### src/rtl/fetch_unit.sv
// fetch_unit
//   Instruction-fetch stage. Owns the program counter, issues at most one
//   outstanding word read on the instruction bus, and presents the fetched
//   {instr, pc} pair to decode over a valid/ready handshake. Decode may
//   redirect the PC at any time. A redirect squashes any wrong-path fetch
//   that is still in flight on the bus.
//
// Parameters
//   RESET_PC        PC loaded on reset
//
// Ports
//   clk             clock, all state updates on the rising edge
//   reset           synchronous, active-high reset
//   ireq_valid      bus read request valid
//   ireq_addr       bus read address, word aligned copy of the PC
//   ireq_addr_ok    bus accepted the request this cycle
//   iresp_data_ok   bus returns read data this cycle
//   iresp_data      read data
//   out_valid       {out_instr, out_pc, out_adel} valid to decode
//   out_ready       decode accepts this cycle
//   out_instr       fetched instruction, zero on an address error
//   out_pc          PC of out_instr
//   out_adel        PC misaligned, instruction-fetch address error
//   redirect_valid  decode requests a PC change this cycle
//   redirect_pc     new PC
module fetch_unit #(
  parameter logic [31:0] RESET_PC = 32'hbfc0_0000
) (
  input  logic        clk,
  input  logic        reset,
  output logic        ireq_valid,
  output logic [31:0] ireq_addr,
  input  logic        ireq_addr_ok,
  input  logic        iresp_data_ok,
  input  logic [31:0] iresp_data,
  output logic        out_valid,
  input  logic        out_ready,
  output logic [31:0] out_instr,
  output logic [31:0] out_pc,
  output logic        out_adel,
  input  logic        redirect_valid,
  input  logic [31:0] redirect_pc
);

  // S_REQ  : presenting a read request (or detecting a misaligned PC)
  // S_WAIT : request accepted, waiting for the bus to return data
  // S_OUT  : holding a fetched instruction until decode takes it
  typedef enum logic [1:0] {
    S_REQ  = 2'd0,
    S_WAIT = 2'd1,
    S_OUT  = 2'd2
  } state_t;

  state_t      state;
  state_t      state_next;
  logic [31:0] pc;
  logic [31:0] pc_next;
  logic        kill;
  logic        kill_next;
  logic [31:0] instr_q;
  logic [31:0] instr_next;
  logic [31:0] pc_q;
  logic [31:0] opc_next;
  logic        adel_q;
  logic        adel_next;

  logic        pc_aligned;
  logic        req_accept;
  logic        handshake;

  assign pc_aligned = (pc[1:0] == 2'b00);

  // A misaligned PC never goes out on the bus, so an addr_ok seen while the
  // request is suppressed must not count as an accepted request.
  assign req_accept = (state == S_REQ) && pc_aligned && ireq_addr_ok;

  // Bus and decode outputs are forced low while reset is held so nothing
  // leaks out during the reset cycle, whatever the registers contained.
  assign ireq_valid = !reset && (state == S_REQ) && pc_aligned;
  assign ireq_addr  = {pc[31:2], 2'b00};
  assign out_valid  = !reset && (state == S_OUT);
  assign out_instr  = instr_q;
  assign out_pc     = pc_q;
  assign out_adel   = adel_q;

  assign handshake  = (state == S_OUT) && out_ready;

  // Next-state and datapath update. A redirect always wins over the
  // sequential pc+4 step. The kill flag remembers that the single request
  // in flight belongs to a squashed path, so its response is discarded
  // when it eventually arrives.
  always_comb begin
    state_next = state;
    pc_next    = pc;
    kill_next  = kill;
    instr_next = instr_q;
    opc_next   = pc_q;
    adel_next  = adel_q;

    case (state)
      S_REQ: begin
        if (redirect_valid) begin
          pc_next = redirect_pc;
          // The old address was taken by the bus in this very cycle, so a
          // response is still coming and must be thrown away.
          if (req_accept) begin
            state_next = S_WAIT;
            kill_next  = 1'b1;
          end
        end else if (!pc_aligned) begin
          state_next = S_OUT;
          adel_next  = 1'b1;
          instr_next = 32'h0;
          opc_next   = pc;
        end else if (req_accept) begin
          state_next = S_WAIT;
        end
      end

      S_WAIT: begin
        if (redirect_valid) begin
          pc_next = redirect_pc;
        end
        if (iresp_data_ok) begin
          if (kill || redirect_valid) begin
            state_next = S_REQ;
            kill_next  = 1'b0;
          end else begin
            state_next = S_OUT;
            instr_next = iresp_data;
            opc_next   = pc;
            adel_next  = 1'b0;
          end
        end else if (redirect_valid) begin
          kill_next = 1'b1;
        end
      end

      S_OUT: begin
        // The held instruction is simply abandoned on a redirect; since
        // out_valid drops with the state change, the stale payload in the
        // output registers is never seen by decode.
        if (redirect_valid) begin
          pc_next    = redirect_pc;
          state_next = S_REQ;
        end else if (handshake) begin
          pc_next    = pc + 32'd4;
          state_next = S_REQ;
        end
      end

      default: begin
        state_next = S_REQ;
      end
    endcase
  end

  // State register and datapath registers. Reset wins over everything,
  // including a redirect or a bus response in the same cycle.
  always_ff @(posedge clk) begin
    if (reset) begin
      state   <= S_REQ;
      pc      <= RESET_PC;
      kill    <= 1'b0;
      instr_q <= 32'h0;
      pc_q    <= 32'h0;
      adel_q  <= 1'b0;
    end else begin
      state   <= state_next;
      pc      <= pc_next;
      kill    <= kill_next;
      instr_q <= instr_next;
      pc_q    <= opc_next;
      adel_q  <= adel_next;
    end
  end

endmodule

### config.mk
export PLATFORM = sky130hd
export DESIGN_NAME = fetch_unit
export DESIGN_NICKNAME = d
export VERILOG_FILES = /design/src/rtl/fetch_unit.sv
export SDC_FILE = /design/constraint.sdc
export NUM_CORES = 1
export LEC_CHECK = 0
export ABC_AREA = 0
export BUFFER_PORTS_ARGS = -buffer_cell sky130_fd_sc_hd__buf_2
export CELL_PAD_IN_SITES_DETAIL_PLACEMENT = 1
export CELL_PAD_IN_SITES_GLOBAL_PLACEMENT = 2
export CORE_UTILIZATION = 25
export DETAILED_ROUTE_END_ITERATION = 8
export GPL_TIMING_DRIVEN = 0
export PLACE_DENSITY = 0.88
export SYNTH_ARGS = -nofsm -noshare
export SYNTH_HDL_FRONTEND = slang
export SYNTH_SLANG_ARGS = --single-unit
### constraint.sdc
create_clock -name clk -period 2.04 [get_ports clk]
set_input_delay 0.408 -clock clk [delete_from_list [all_inputs] [get_ports clk]]
set_output_delay 0.408 -clock clk [all_outputs]
set_load 0.1 [all_outputs]
* Word-level counts from Yosys, hierarchy flattened
Cells that the tools add are included.
** Storage, ports and cells
- Register bits after elaboration :: 100
- Input bits :: 70
- Output and inout port bits :: 99
- Logic and storage cells :: 69
** Cells by class
- $add $sub $neg :: 1
- Equal/unequal tests :: 12
- Mux-type cells :: 33
- Reduce and logical (&&, ||, !) cells :: 17
** Operators with widths (count)
- $mux 32 :: 11
- $pmux 32 s2 :: 3
- $add 32x3->32 const B :: 1
- $mux 2 :: 7
- $ne 2x2->1 const B :: 6
- $reduce_and 5->1 :: 2
- $mux 1 :: 9
- $ne 3x3->1 const B :: 3
- $logic_and 1x1->1 :: 6
- $pmux 2 s3 :: 1
- $logic_not 2->1 :: 2
- $pmux 1 s2 :: 2
- $reduce_bool 2->1 :: 2
- $reduce_and 3->1 :: 1
- $eq 2x1->1 const B :: 1
- $eq 2x2->1 const B :: 1
- $ne 2x1->1 const B :: 1
- $reduce_and 2->1 :: 1
- $reduce_or 2->1 :: 1
- $logic_not 1->1 :: 1
- $logic_or 1x1->1 :: 1

* Longest topological paths before layout
- Word-level depth :: 7
- Depth in mapped cells :: 8
- Gate-level depth less buffers :: 6

* Least setup slack after synthesis
OpenSTA, ideal clock, no wires.
- Path kind :: input -> output
- Start point :: input reset
- End point :: output ireq_valid
- Arrival time :: 3.925 ns
- Required time :: 1.632 ns
- Path slack :: -2.293 ns
- Cell stages on the path :: 3
- Buffers on the path :: 2
- Path through :: clkbuf_1 > clkbuf_1 > nor4b_1
** On the way
- Longest elaborated chain between the ends :: 3
** RTL lines
- start, declared :: line 30 : input logic reset,
- $logic_not 1->1 :: line 79 : assign ireq_valid = !reset && (state == S_REQ) && pc_aligned;
- $logic_and 1x1->1 (2 in series) :: line 79
- end, declared :: line 31 : output logic ireq_valid,
Every way passes these cells.

* Final worst setup path
- Start point :: register pc[13]
- End point :: register pc[26]
** On the way
- Longest elaborated chain between the ends :: 4
** RTL lines
- start, declared :: line 56 : logic [31:0] pc;
- start signal, assigned :: line 170 : pc <= pc_next;
- $add 32x3->32 :: line 147 : pc_next = pc + 32'd4;
- $mux 32 :: line 146 : end else if (handshake) begin
- $mux 32 :: line 143 : if (redirect_valid) begin
- $pmux 32 s2 :: line 100 : case (state)
Every way passes these cells. The select of a mux whose other input is x is not followed.
A chain may end at the register's enable or synchronous reset.

==> flow_metrics.env <==
export IMPL_dpl_cell_area_mm2=0.00594
export IMPL_synth_ff_type="dfxtp_1"
export IMPL_hold_viol_final=0
export IMPL_syn_area_mm2=0.00475
export IMPL_max_slew_margin_rel=0.533
export IMPL_busiest_layer="met2"
export IMPL_grt_pass1_vias=4899
export IMPL_yosys_warnings=0
export IMPL_instances_no_fill=1029
export IMPL_wl_per_cell_um=17.7
export IMPL_p_leak_nw=2.83
export IMPL_ant_nets=0
export IMPL_yosysSeqAreaShare=0.422
export IMPL_cts_tree="yes"
export IMPL_startpoint_type="register"
export IMPL_area_growth_pct=35.9
export IMPL_pre_cts_ws_ns=-0.653
export IMPL_crit_buf_inv=1
export IMPL_dr_pass1_iters=5
export IMPL_hold_class="input pin to register"
export IMPL_hold_depth=3
export IMPL_holdPathEnd="pc[1]"
export IMPL_clockBufferDepth=2
export IMPL_num_rows=50
export IMPL_routed_via_density=5.01
export IMPL_drt_iter0_markers=261
export IMPL_globalplace_congestion=0.868
export IMPL_path_delay_family="simple AND/OR/NAND/NOR gates"
export IMPL_r2r_cells=6
export IMPL_setup_viol=0
export IMPL_grt_max_degree=16
export IMPL_gr_usage_met1=0.248
export IMPL_clock_latency_ns=0.35
export IMPL_fin_skew_ns=0.0104
export IMPL_start_util=0.255
export IMPL_hold_ws_ns=0.286
export IMPL_r2r_end="pc[26]"
export IMPL_holdBufCountCts=0
export IMPL_crit_chain="nand4_4 -> nor4_4 -> nand4_1 -> buf_4 -> mux2i_1 -> a21o_1"
export IMPL_drv_cap=0
export IMPL_p_per_area_mw_per_mm2=800
export IMPL_async_flop_share=0
export IMPL_htreeDepth=3
export IMPL_worst_ep_arrival_time_ns=2.23
export IMPL_core_area_mm2=0.0186
export IMPL_final_min_clock_period_ns=1.98
export IMPL_crit_required_ns=2.29
export IMPL_io_buffers=166
export IMPL_worst_pin_slew_ns=0.697
export IMPL_slowest_stage="dfxtp_1"
export IMPL_die_y_um=140
export IMPL_fin_crit_sh=0.969
export IMPL_cts_sinks=100
export IMPL_root_buffer="clkbuf_16"
export IMPL_slowest_delay_ns=0.47
export IMPL_nets=862
export IMPL_vias=5159
export IMPL_grtUsageMet3=0.0427
export IMPL_slew_violations=0
export IMPL_dpl_cell_count=1007
export IMPL_synth_cells=606
export IMPL_ff2ff_setup_slack_ns=0.06
export IMPL_fin_ws_ns=0.0631
export IMPL_fmax_mhz=506
export IMPL_grt_overflow=0
export IMPL_worstSetupEndpointType="register"
export IMPL_synth_avg_cell_area_um2=7.83
export IMPL_die_w_um=140
export IMPL_r2r_start="pc[13]"
export IMPL_numCtsBuffers=9
export IMPL_cp_max_fo=7
export IMPL_n_antenna_cell=0
export IMPL_synth_edf_count=0
export IMPL_dp_hpwl_um=13500
export IMPL_grt_pass1_wl_um=28100
export IMPL_total_power_w=0.00516
export IMPL_fp_dieArea_mm2=0.0195
export IMPL_rsz0062_at_grt="yes"
export IMPL_irDropWorstVdd_uv=415
export IMPL_met2_usage=0.306
export IMPL_crit_type="register to register"
export IMPL_globalRouteTotalUtil=0.188
export IMPL_synth_cell_types=59
export IMPL_io_pins=169
export IMPL_ys_seq_elements=100
export IMPL_stdcell_area_mm2=0.00645
export IMPL_drive_gt1_frac=0.360
export IMPL_status="completed"
export IMPL_wl_um=18300
export IMPL_antenna_found_initial=0
export IMPL_drc=0
export IMPL_hp_start="redirect_pc[1]"
export IMPL_clk_pin_slew_ns=0.07
## worst min-delay path, stage by stage
cell and delay, ns:
buf_2 0.09, nand2_1 0.04, a21oi_1 0.05
## layout by cell type (no fill, tap or decap), drive strengths merged, types with 7 or more instances in the layout
master / count
a21oi: 59
nor3: 19
buf: 216
a211oi: 7
dfxtp: 100
clkbuf: 45
nand2: 102
nor4: 11
nor2: 79
nand4: 11
a22oi: 33
a21o: 7
mux2i: 7
nand3: 10
o21ai: 16
## synthesized netlist by cell type (2+ instances only)
library cell / number / area [µm²]
nand4_1: 10 / 62.6
and2_1: 3 / 18.8
nor2_1: 79 / 297
nand3_1: 10 / 50.1
a22oi_1: 33 / 248
a31oi_1: 5 / 31.3
buf_2: 3 / 15.0
clkbuf_1: 36 / 135
buf_1: 7 / 26.3
and3_1: 6 / 37.5
a211oi_1: 7 / 52.6
a2bb2oi_1: 2 / 17.5
nand2_1: 102 / 383
nor4_1: 8 / 50.1
nor2b_1: 2 / 12.5
nor4_2: 2 / 25.0
a21o_1: 7 / 52.6
buf_4: 32 / 240
a311oi_1: 2 / 17.5
o21ai_0: 8 / 40.0
or3_1: 4 / 25.0
o21ai_1: 8 / 40.0
o21a_1: 4 / 30.0
nor3_2: 2 / 20.0
nor3b_1: 3 / 22.5
o41ai_1: 2 / 17.5
and4_1: 3 / 26.3
o31ai_1: 4 / 30.0
a21oi_1: 59 / 295
a41oi_1: 2 / 17.5
nor3_1: 17 / 85.1
mux2i_1: 7 / 70.1
and2_0: 2 / 12.5
dfxtp_1: 100 / 2000
## report_power, final
part / switching [W] / internal [W] / total (W)
registers: 0.000116 / 0.00205 / 0.00216
logic: 0.00105 / 0.000339 / 0.00139
clock network: 0.000787 / 0.000816 / 0.00160
total: 0.00196 / 0.00320 / 0.00516
## metal layers
| layer | vias up | part of all wire |
|---|---|---|
| li1 | 2476 | - |
| met3 | 21 | 0.056 |
| met1 | 2499 | 0.45 |
| met5 | - | 0 |
| met2 | 163 | 0.48 |
| met4 | 0 | 0.016 |
## state kept, by name, indices dropped and copies added (netlist names)
register / cells
kill: 1
out_adel: 1
out_instr: 32
out_pc: 32
pc: 32
state: 2
## cell type report
type	count	area (µm²)
repair buffers	176	922
plain buffers	75	489
clock buffers	10	229
flip-flops and latches	100	2020
fillers	2314	12200
clock inverters	5	30.0
multi-input cells	428	2460
well taps	234	293
inverters	1	3.75
## how the worst max path moves through the flow
stage,from,end,slack [ns],cells past startpoint
detailed placement,redirect_valid,pc[7],-0.65,8
global placement,redirect_valid,pc[7],-0.65,8
floorplan,reset,ireq_valid,-0.17,3
finish,pc[13],pc[26],0.06,6
CTS,pc[7],pc[22],-0.01,5
global route,pc[2],pc[24],-0.02,8
## cells by family (layout without fill, tap and decap cells)
family	Yosys count	after routing	synth area share
flip-flops	100	100	0.422
multiplexers	8	8	0.0171
adder cells (fa/ha/maj)	1	1	0.00264
other	1	2	0.000790
AO/OA/AOI/OAI	153	153	0.206
AND/OR/NAND/NOR	264	264	0.263
buffers and inverters	79	267	0.0886
## metrics by stage
stage | util | TNS [ns]
floorplan | - | -0.167
global placement | 0.319 | -30.59
detailed placement | 0.319 | -32.71
CTS | 0.340 | -0.0106
global route | 0.346 | -0.0417
finish | 0.346 | 0
## what timing repair did
item | CTS | global route
setup endpoints to repair | 98 | 73
resized for setup | 34 | 38
setup buffers | 5 | 5
pin swaps | 4 | 4
No activity file was read; power rests on OpenSTA's default activity.
